===== src/rtl/bus_master_if_pkg.sv =====
// Shared bus definitions for the master interface FSM: state encoding,
// read/write encoding and active-low enable levels.
package bus_master_if_pkg;

    typedef enum logic [1:0] {
        BUS_IF_STATE_IDLE   = 2'd0,
        BUS_IF_STATE_REQ    = 2'd1,
        BUS_IF_STATE_ACCESS = 2'd2,
        BUS_IF_STATE_STALL  = 2'd3
    } bus_if_state_e;

    localparam logic READ     = 1'b1;
    localparam logic WRITE    = 1'b0;
    localparam logic ENABLE_  = 1'b0;
    localparam logic DISABLE_ = 1'b1;

endpackage


===== src/rtl/bus_master_if.sv =====
// Per-master bus interface: core strobe -> bus_req_/grnt_ handshake -> access.
// Optional slave-ready timeout enabled by defining BUS_MASTER_TIMEOUT_EN.
module bus_master_if
    import bus_master_if_pkg::*;
#(
    parameter int unsigned ADDR_W      = 30,
    parameter int unsigned DATA_W      = 32,
    parameter int unsigned TIMEOUT_CYC = 255
) (
    input  logic              clk,
    input  logic              reset,
    input  logic              core_as_,
    input  logic              core_rw,
    input  logic [ADDR_W-1:0] core_addr,
    input  logic [DATA_W-1:0] core_wr_data,
    input  logic              core_hold,
    input  logic              core_flush,
    output logic              core_busy,
    output logic [DATA_W-1:0] core_rd_data,
    output logic              core_err,
    output logic              bus_req_,
    input  logic              bus_grnt_,
    output logic              bus_as_,
    output logic              bus_rw,
    output logic [ADDR_W-1:0] bus_addr,
    output logic [DATA_W-1:0] bus_wr_data,
    input  logic [DATA_W-1:0] bus_rd_data,
    input  logic              bus_rdy_
);

    bus_if_state_e     state, state_nxt;
    logic [ADDR_W-1:0] addr_q, addr_nxt, bus_addr_nxt;
    logic [DATA_W-1:0] wdata_q, wdata_nxt, bus_wr_data_nxt, core_rd_data_nxt;
    logic              rw_q, rw_nxt, bus_rw_nxt;
    logic              bus_req_nxt, bus_as_nxt, core_busy_nxt, core_err_nxt;
    logic              timeout;

`ifdef BUS_MASTER_TIMEOUT_EN
    localparam int unsigned CNT_W = $clog2(TIMEOUT_CYC + 1);
    logic [CNT_W-1:0] tmo_cnt, tmo_cnt_nxt;

    // Counter holds the number of completed ACCESS cycles before this one.
    assign timeout = (tmo_cnt == CNT_W'(TIMEOUT_CYC - 1));

    always_comb begin
        tmo_cnt_nxt = tmo_cnt;
        if (state == BUS_IF_STATE_REQ && bus_grnt_ == ENABLE_)
            tmo_cnt_nxt = '0;
        else if (state == BUS_IF_STATE_ACCESS)
            tmo_cnt_nxt = tmo_cnt + CNT_W'(1);
    end

    always_ff @(posedge clk) begin
        if (reset) tmo_cnt <= '0;
        else       tmo_cnt <= tmo_cnt_nxt;
    end
`else
    // Timeout length is meaningless when the counter is not built.
    localparam int unsigned unused_timeout_cyc = TIMEOUT_CYC;
    assign timeout = 1'b0;
`endif

    always_ff @(posedge clk) begin
        if (reset) begin
            state        <= BUS_IF_STATE_IDLE;
            addr_q       <= '0;
            wdata_q      <= '0;
            rw_q         <= READ;
            bus_req_     <= DISABLE_;
            bus_as_      <= DISABLE_;
            bus_rw       <= READ;
            bus_addr     <= '0;
            bus_wr_data  <= '0;
            core_rd_data <= '0;
            core_busy    <= 1'b0;
            core_err     <= 1'b0;
        end else begin
            state        <= state_nxt;
            addr_q       <= addr_nxt;
            wdata_q      <= wdata_nxt;
            rw_q         <= rw_nxt;
            bus_req_     <= bus_req_nxt;
            bus_as_      <= bus_as_nxt;
            bus_rw       <= bus_rw_nxt;
            bus_addr     <= bus_addr_nxt;
            bus_wr_data  <= bus_wr_data_nxt;
            core_rd_data <= core_rd_data_nxt;
            core_busy    <= core_busy_nxt;
            core_err     <= core_err_nxt;
        end
    end

    always_comb begin
        state_nxt = state;
        case (state)
            BUS_IF_STATE_IDLE:   if (core_as_ == ENABLE_ && !core_flush) state_nxt = BUS_IF_STATE_REQ;
            BUS_IF_STATE_REQ:    if (bus_grnt_ == ENABLE_) state_nxt = BUS_IF_STATE_ACCESS;
            BUS_IF_STATE_ACCESS: if (bus_rdy_ == ENABLE_ || timeout) state_nxt = BUS_IF_STATE_STALL;
            BUS_IF_STATE_STALL:  if (!core_hold) state_nxt = BUS_IF_STATE_IDLE;
            default:             state_nxt = BUS_IF_STATE_IDLE;
        endcase
    end

    always_comb begin
        addr_nxt         = addr_q;
        wdata_nxt        = wdata_q;
        rw_nxt           = rw_q;
        bus_req_nxt      = bus_req_;
        bus_as_nxt       = bus_as_;
        bus_rw_nxt       = bus_rw;
        bus_addr_nxt     = bus_addr;
        bus_wr_data_nxt  = bus_wr_data;
        core_rd_data_nxt = core_rd_data;
        core_busy_nxt    = core_busy;
        core_err_nxt     = core_err;
        case (state)
            BUS_IF_STATE_IDLE: begin
                if (core_as_ == ENABLE_ && !core_flush) begin
                    addr_nxt      = core_addr;
                    wdata_nxt     = core_wr_data;
                    rw_nxt        = core_rw;
                    bus_req_nxt   = ENABLE_;
                    core_busy_nxt = 1'b1;
                    core_err_nxt  = 1'b0;
                end
            end
            BUS_IF_STATE_REQ: begin
                if (bus_grnt_ == ENABLE_) begin
                    bus_as_nxt      = ENABLE_;
                    bus_addr_nxt    = addr_q;
                    bus_rw_nxt      = rw_q;
                    bus_wr_data_nxt = wdata_q;
                end
            end
            BUS_IF_STATE_ACCESS: begin
                bus_as_nxt = DISABLE_;
                if (bus_rdy_ == ENABLE_) begin
                    bus_req_nxt   = DISABLE_;
                    core_busy_nxt = 1'b0;
                    if (rw_q == READ) core_rd_data_nxt = bus_rd_data;
                end else if (timeout) begin
                    bus_req_nxt   = DISABLE_;
                    core_busy_nxt = 1'b0;
                    core_err_nxt  = 1'b1;
                end
            end
            default: ;
        endcase
    end

endmodule


===== config.mk =====
export PLATFORM = sky130hd
export DESIGN_NAME = bus_master_if
export DESIGN_NICKNAME = d
export VERILOG_FILES = /design/src/rtl/bus_master_if_pkg.sv /design/src/rtl/bus_master_if.sv
export SDC_FILE = /design/constraint.sdc
export NUM_CORES = 1
export LEC_CHECK = 0
export BUFFER_PORTS_ARGS = -buffer_cell sky130_fd_sc_hd__buf_2
export CAP_MARGIN = 20
export CORE_UTILIZATION = 49
export DETAILED_ROUTE_END_ITERATION = 16
export PLACE_DENSITY = 0.84
export SYNTH_ARGS = -nofsm -noshare
export SYNTH_HDL_FRONTEND = slang
export SYNTH_SLANG_ARGS = --single-unit

===== constraint.sdc =====
create_clock -name clk -period 2.3 [get_ports clk]
set_clock_uncertainty 0.1 [all_clocks]
set_input_delay 0.115 -clock clk [delete_from_list [all_inputs] [get_ports clk]]
set_output_delay 0.115 -clock clk [all_outputs]
set_load 0.02 [all_outputs]

== Word-level counts from Yosys, hierarchy flattened ==
Cells that the tools add are included.
Storage, ports and cells
  output and inout port bits: 99
  input bits: 102
  word-level logic and storage cells: 45
  register bits: 163
Operators by class
  equality and inequality tests: 7
  muxes and demuxes: 13
  reductions and logical operators: 11
  bitwise operators: 3
Operators with widths (count)
  2-to-1 mux 2 bit: 4
  != test 2 bit, second input constant: 4
  case mux 2 bit (4 select lines): 1
  case mux 1 bit (2 select lines): 3
  AND reduction 2 bit: 3
  AND reduction 3 bit: 2
  2-to-1 mux 1 bit: 5
  == test 2 bit, second input constant: 2
  AND reduction 4 bit: 1
  nonzero test 2 bit: 2
  inverter 1 bit: 3
  == test 2 x 1 -> 1 bit, second input constant: 1
  zero test 2 bit: 1
  logical AND 1 bit: 1
  zero test 1 bit: 1

== Depth between registers and ports, before layout ==
Gate-level depths: netlist of the first run.
  depth after elaboration: 4
  gate-level depth with buffers: 7
  depth with buffers taken out: 5

== Worst setup path after synthesis of the first run ==
Ideal clock, no wire load.
  path kind: reg-to-reg
  start: reg state[0]
  end: reg bus_req_
  data required time: 2078 ps
  period minus slack after synthesis: 1663 ps
  library setup time: 122 ps
  data arrival time: 1441 ps
  path slack: 637 ps
  buffers on the path: 0
  stages on the path, launching flop included: 6
  cells stage by stage: dfxtp_1 inv_1 ha_1 o21a_2 or3b_1 a221o_1
On the way
  word-level cells in the longest chain between the ends: 3
  elaborated cells on any way between the ends: 7
  classes of those cells: eq/ne: 3; mux: 1; reduce/logical: 3
Ends and longest elaborated chain
  start: declaration: RTL line bus_master_if.sv:31  | bus_if_state_e state, state_nxt;
  start signal: assignment: RTL line bus_master_if.sv:78  | state <= state_nxt;
  == test 2 bit / zero test 2 bit (equally long branches): RTL line bus_master_if.sv:116  | case (state)
  != test 2 bit (no source line) / nonzero test 2 bit (equally long branches)
  AND reduction 3 bit (no source line)
  end signal: assignment: RTL line bus_master_if.sv:82  | bus_req_ <= bus_req_nxt;
  end: declaration: RTL line bus_master_if.sv:21  | output logic bus_req_,
Several ways; a longest one is shown, not always the timed one.
A chain may end at the register's enable or synchronous reset.

== Final worst setup path of the first run ==
  start: reg state[0]
  end: reg wdata_q[31]
On the way
  word-level cells in the longest chain between the ends: 2
Ends and longest elaborated chain
  zero test 2 bit: RTL line bus_master_if.sv:116
  AND reduction 2 bit (no source line)
  end signal: assignment: RTL line bus_master_if.sv:80  | wdata_q <= wdata_nxt;
  end: declaration: RTL line bus_master_if.sv:33  | logic [DATA_W-1:0] wdata_q, wdata_nxt, bus_wr_data_nxt, core_rd_data_nxt;
No other way between the ends.

==> flow_summary.yaml, run 1 <==
outcome:
  status: "finished, final reports clean"
place:
  place_area_sq_mm: 0.00680
  dp_hpwl_microns: 8710
  port_buffers: 199
  gp_congestion: 0.790
timing:
  maxSlewViolCount: 0
  timing.final.hold_violations: 0
  relSlewSlack_pct: 58.6
  finalSetupTns_ps: 0
  worst_hold_slack_ps: 43.3
  worst_slew_pin_slew_ps: 621
  fin_crit_sh_pct: 84.8
  fmax_mhz: 513
  min_period_ps: 1950
  rsz0062_at_grt: "no"
  setup_viol: 0
power_and_ir_drop:
  p_leak_nw: 3.52
  power.density_mw_per_mm2: 874
  ir_drop_mv: 0.611
die:
  io_pins: 201
  die_h_microns: 111
  coreArea_sq_mm: 0.0115
  die_area_sq_mm: 0.0122
  rows: 39
  die_x_microns: 111
  start_util_pct: 50.4
clock_tree:
  clock-sinks: 163
  cts_hold_buf: 96
  cts_made_buffers: 17
  h-tree-depth: 4
  clk_pin_slew_worst_paths_ps: 60
  clk_latency_ps: 410
  ctsResizeCount: 0
  ctsLongestPathBuffers: 2
  cts_root_buf: "clkbuf_16"
  tritoncts: "yes"
  cts_setup_buffers: 0
hold_path:
  min-delay-start: "core_flush"
  min_to: "core_busy$_SDFFE_PP0P_"
  min-delay-path-class: "in2reg"
  hold_depth: 3
job:
  max_cap_violations: 0
synthesis:
  synth_cell_types: 30
  synth_seq_cells: 163
  seq_area_frac_synth_pct: 56.5
  syn-num-nets: 832
  netlist_instances: 725
  syn_area_sq_mm: 0.00578
  synth_top_cells_by_area: "dfxtp_1, nand2_1, a21oi_1"
  yosys_warnings: 0
  syn_area_per_cell_sq_um: 7.97
  synth_top_area_share_pct: 56.5
  synth_top_area_cell: "dfxtp_1"
layout:
  fin_nets: 1104
  antenna_cells: 0
  syn_to_final_growth_pct: 44.1
  drive_gt1_share_pct: 24.3
  fin_area_sq_mm: 0.00833
drt:
  wl_per_cell_microns: 14.2
  drt_pre_antenna_iters: 5
  remaining_drc_errors: 0
  drt_iter0_markers: 547
  routed_wl_microns: 16300
  routed_via_density: 5.07
  antenna_left: 0
  vias: 5842
global_route:
  grt_max_degree: 72
  grt_pass1_wl_microns: 26700
  antenna_found_initial: 0
  grt_pass1_vias: 5683
  grtUsageTotal_pct: 26.9
  grt.overflow.total: 0
setup_path:
  cp_slowest_cell: "or3b_2"
  worstPathCellList: "inv_1, ha_1, or3b_2, buf_4, nand2_1, a21oi_1"
  path_max_fanout: 41
  criticalPathCategory: "reg2reg"
  r2r-start: "state[0]$_SDFFE_PP0P_"
  start_kind: "register"
  reg2reg_depth: 6
  crit_path_end_kind: "register"
  r2r_end: "wdata_q[31]$_SDFFE_PP0P_"
  cp.required_ps: 2450
  r2r_setup_slack_ps: 350
  max_stage_delay_ps: 470
  crit_arrival_ps: 2100
## worst max-delay path: cells and delay by family (launching register included)
| kind | cells | cell delay (ps) |
|---|---|---|
| adder cells (fa/ha/maj) | 1 | 250 |
| buffers and inverters | 2 | 410 |
| AND/OR/NAND/NOR | 2 | 610 |
| flip-flops | 1 | 340 |
| AO/OA/AOI/OAI | 1 | 90 |
## layout make-up
| cell class | instances | area, sq um |
|---|---|---|
| clock buffers | 21 | 460 |
| well taps | 143 | 179 |
| inverters | 3 | 11.3 |
| fillers | 819 | 3140 |
| clock inverters | 10 | 109 |
| repair buffers | 307 | 2070 |
| multi-input cells | 505 | 2230 |
| flip-flops and latches | 163 | 3260 |
## through the flow
step	util [%]	total power [W]	worst slack [ps]	cells
2_1_floorplan	-	0.00409	637	725
3_3_place_gp	59.3	0.00441	471	1025
3_5_place_dp	59.3	0.00445	419	1025
4_1_cts	72.6	0.00728	390	1152
5_1_grt	72.6	0.00760	215	1152
6_report	72.6	0.00728	350	1152
## state kept, by name, indices dropped and copies added, names as in the netlist
name,cells
addr_q,30
bus_addr,30
bus_as_,1
bus_req_,1
bus_rw,1
bus_wr_data,32
core_busy,1
core_rd_data,32
rw_q,1
state,2
wdata_q,32
## metal layers
| metal | share of wire, % | vias to the layer above | GRT usage [%] |
|---|---|---|---|
| met3 | 5.0 | 58 | 5.71 |
| li1 | - | 2868 | - |
| met2 | 51 | 259 | 47.0 |
| met5 | 0 | - | 0 |
| met1 | 40 | 2657 | 30.2 |
| met4 | 4.3 | 0 | 15.7 |
## cell usage after synthesis
cell / n
buf_2: 27
nand2b_1: 1
buf_1: 1
o311ai_0: 1
and3b_1: 1
o211a_1: 1
inv_1: 3
dfxtp_1: 163
o21a_2: 1
or3b_1: 2
or4_1: 1
nor3_1: 1
o21ai_0: 1
a221o_1: 1
a22o_1: 1
clkbuf_1: 18
nor2_1: 3
o41ai_1: 1
mux2i_1: 1
nor2b_1: 1
nand3_1: 2
and2_1: 1
conb_1: 1
buf_6: 6
nor3b_1: 1
a21oi_1: 157
nand3b_1: 1
nand2_1: 319
buf_4: 2
ha_1: 5
## cells by family after synthesis
logic type,share of synthesized area [%]
AO/OA/AOI/OAI,14.6
adder cells (fa/ha/maj),1.08
buffers and inverters,5.20
flip-flops,56.5
multiplexers,0.173
other,0.0649
AND/OR/NAND/NOR,22.4
## where the power goes
part           switching (W)  internal (W)  leakage, nW  total (W)
registers           0.000130       0.00306         1.32    0.00319
logic               0.000844      0.000522         1.92    0.00137
clock network        0.00108       0.00164        0.278    0.00272
## layout by cell type (no fill, tap or decap)
cell	n
nand2_1	319
buf_2	198
dfxtp_1	163
a21oi_1	157
dlygate4sd3_1	96
clkbuf_16	17
buf_4	11
ha_1	5
clkinv_2	5
inv_1	3
nor2_1	3
nand3_1	2
clkbuf_1	2
clkinvlp_4	2
bufinv_16	2
clkbuf_8	2
buf_12	2
and3b_1	1
nand3b_1	1
nor2b_4	1
nand2b_2	1
o21a_2	1
and2_1	1
a22o_1	1
nor3_1	1
or4_1	1
o211a_1	1
nor3b_2	1
or3b_2	1
o311ai_0	1
o41ai_1	1
mux2i_1	1
or3b_1	1
a221o_1	1
o21ai_0	1
conb_1	1
clkinv_4	1
## worst max path at each step
stage | start | to | slack [ps] | cells after the start
after floorplan | state[0]$_SDFFE_PP0P_ | bus_req_$_SDFFE_PP1P_ | 640 | 5
after global placement | state[0]$_SDFFE_PP0P_ | wdata_q[6]$_SDFFE_PP0P_ | 470 | 6
after detailed placement | state[0]$_SDFFE_PP0P_ | addr_q[23]$_SDFFE_PP0P_ | 420 | 6
after CTS | state[0]$_SDFFE_PP0P_ | addr_q[23]$_SDFFE_PP0P_ | 390 | 6
after global routing | state[0]$_SDFFE_PP0P_ | wdata_q[31]$_SDFFE_PP0P_ | 220 | 6
final | state[0]$_SDFFE_PP0P_ | wdata_q[31]$_SDFFE_PP0P_ | 350 | 6
Power figures use the tool's default switching activity.
==> run 2: changes to the inputs <==
CORE_UTILIZATION = 45   (was 49)
PLACE_DENSITY = 0.81   (was 0.84)
clock period = 1.7 ns   (was 2.3 ns; I/O delays follow)
==> run 2 against run 1 <==
  * Critical path depth unchanged
  * Worst hold slack worse by 31 ps
  * Utilization decreased by 3.8 points
  * Routed wire length is 5.7% higher
  * Setup slack worse by 310 ps
  * Clock-buffer cell count grew 4
  * Global-route usage fell by 2.3 points
  * Flip-flop and latch count unchanged
  * Design area rose by 3.9%
  * Sequential power is 35% higher
  * Register-to-register slack got worse by 310 ps
  * Power is 39% higher
==> flow_summary.yaml, run 2 (synthesis results as in run 1) <==
setup_path:
  path_max_fanout: 38
  cp_slowest_cell: "or3b_4"
  cp_num_buf_inv: 2
  worstPathCellList: "inv_1, ha_2, or3b_4, buf_12, nand2_1, a21oi_1"
  criticalPathCategory: "reg2reg"
  max_stage_delay_ps: 420
  crit_arrival_ps: 1860
  cp.required_ps: 1900
  cp_top_family: "simple AND/OR/NAND/NOR gates"
  start_kind: "register"
  crit_path_end_kind: "register"
die:
  start_util_pct: 46.0
  die_h_microns: 115
  io_pins: 201
  die_x_microns: 115
  coreArea_sq_mm: 0.0126
  die_area_sq_mm: 0.0133
  rows: 41
layout:
  multiInputGateArea_sq_mm: 0.00225
  fin_nets: 1119
  fin_area_sq_mm: 0.00865
  drive_gt1_share_pct: 25.6
  final_util_pct: 68.8
  reg.largest.list: "bus_wr_data x32, core_rd_data x32, wdata_q x32"
  final_common_cell: "nand2_1"
  final_cell_mix: "nand2_1, buf_2, dfxtp_1"
  syn_to_final_growth_pct: 49.8
  nFillCells: 981
  regArea_sq_mm: 0.00326
clock_tree:
  tritoncts: "yes"
  h-tree-depth: 4
  clk_latency_ps: 430
  ctsLongestPathBuffers: 2
  cts_made_buffers: 17
  clk_pin_slew_worst_paths_ps: 60
  clock-sinks: 163
  cts_root_buf: "clkbuf_16"
global_route:
  grtUsageTotal_pct: 24.6
  antenna_found_initial: 1
  grt_pass1_vias: 5520
  grt_max_degree: 85
  grt_pass1_wl_microns: 25200
  grt.overflow.total: 0
outcome:
  status: "finished, final reports clean"
drt:
  drt_iter0_markers: 463
  route.top_layer_used: "met4"
  routed_via_density: 4.93
  routed_wl_microns: 17200
  wl_met1_microns: 6840
  remaining_drc_errors: 0
  wl_met2_microns: 8800
  vias: 5901
  dr_wl_met3_microns: 1000
  wl_per_cell_microns: 14.4
  drt_pre_antenna_iters: 7
  antenna_left: 0
timing:
  setup_viol: 0
  min_period_ps: 1660
  rsz0062_at_grt: "yes"
  finalSetupTns_ps: 0
  timing.final.hold_violations: 0
  maxSlewViolCount: 0
  layout_setup_ws_ps: 40.4
  fmax_mhz: 603
  fin_crit_sh_pct: 97.6
power_and_ir_drop:
  p_clk_share_pct: 35.6
  p_int_w: 0.00731
  p_comb_share_pct: 22.0
  power.density_mw_per_mm2: 1170
  p_sw_share_pct: 27.9
  p_leak_nw: 3.65
  sequentialPowerShare_pct: 42.4
  ir_drop_mv: 0.735
  p_switching_w: 0.00282
place:
  dp_slack_ps: -11.0
  gp_congestion: 0.760
  place_area_sq_mm: 0.00697
  dp_hpwl_microns: 8920
  port_buffers: 199
job:
  max_cap_violations: 0
hold_path:
  min-delay-path-class: "in2reg"
==> run 2: cell count changes in the layout (fill, tap and decap cells not counted), moves of 2 or more <==
cell        previous run  this run
buf_12                 2         9
clkbuf_16             17        21
clkbuf_8               2         5
ha_1                   5         2
ha_2                   0         3
buf_4                 11        13
clkinvlp_4             2         0
==> run 2: power by group through the flow <==
stage	sequential [W]	combinational, W	clock, W
CTS	0.00429	0.00201	0.00363
global placement	0.00436	0.00179	0
global route	0.00433	0.00242	0.00382
finish	0.00430	0.00223	0.00360
detailed placement	0.00437	0.00183	0
floorplan	0.00452	0.00101	0
==> run 2: what timing repair did <==
| item | in CTS | in global routing |
|---|---|---|
| pin swaps | 0 | 1 |
| buffers inserted | 0 | 2 |
| gates cloned | 0 | 4 |
| gates resized for setup | 1 | 7 |
| endpoints found under the setup margin | 51 | 61 |
| endpoints found under the hold margin | 107 | 0 |
| hold buffers | 97 | 0 |
==> run 2: cell type report <==
type,instances,share of cell area (%)
well taps,172,2.49
repair buffers,322,27.2
flip-flops and latches,163,37.7
inverters,3,0.130
clock buffers,25,5.84
diodes,1,0.0289
multi-input cells,505,26.0
clock inverters,5,0.579
==> run 2: per-layer routing <==
metal / vias up / GRT usage, %
li1: 2902 / -
met2: 239 / 43.4
met5: - / 0
met3: 55 / 8.12
met4: 0 / 13.8
met1: 2705 / 25.8
==> run 2: final timing paths <==
kind | to | slack [ps] | start | cells past startpoint
worst min-delay path | state[1]$_SDFFE_PP0P_ | 10 | core_hold | 4
worst max register to register | addr_q[6]$_SDFFE_PP0P_ | 40 | state[0]$_SDFFE_PP0P_ | 6
worst max-delay path | addr_q[6]$_SDFFE_PP0P_ | 40 | state[0]$_SDFFE_PP0P_ | 6
worst min register to register | bus_wr_data[21]$_SDFFE_PP0P_ | 350 | wdata_q[21]$_SDFFE_PP0P_ | 2
==> run 2: worst min-delay path, delay by kind of cell <==
kind,cells,cell delay [ps]
muxes,1,110
AOI/OAI and AO/OA,1,150
buffers and inverters,1,80
and+or+nand+nor,1,60
==> run 2: through the flow <==
stage | hold slack [ps] | total power, W | std cells
global placement | 205 | 0.00615 | 1062
floorplan | 109 | 0.00553 | 725
detailed placement | 212 | 0.00619 | 1062
CTS | 11.2 | 0.00993 | 1189
global route | 46.8 | 0.0106 | 1196
finish | 11.9 | 0.0101 | 1196
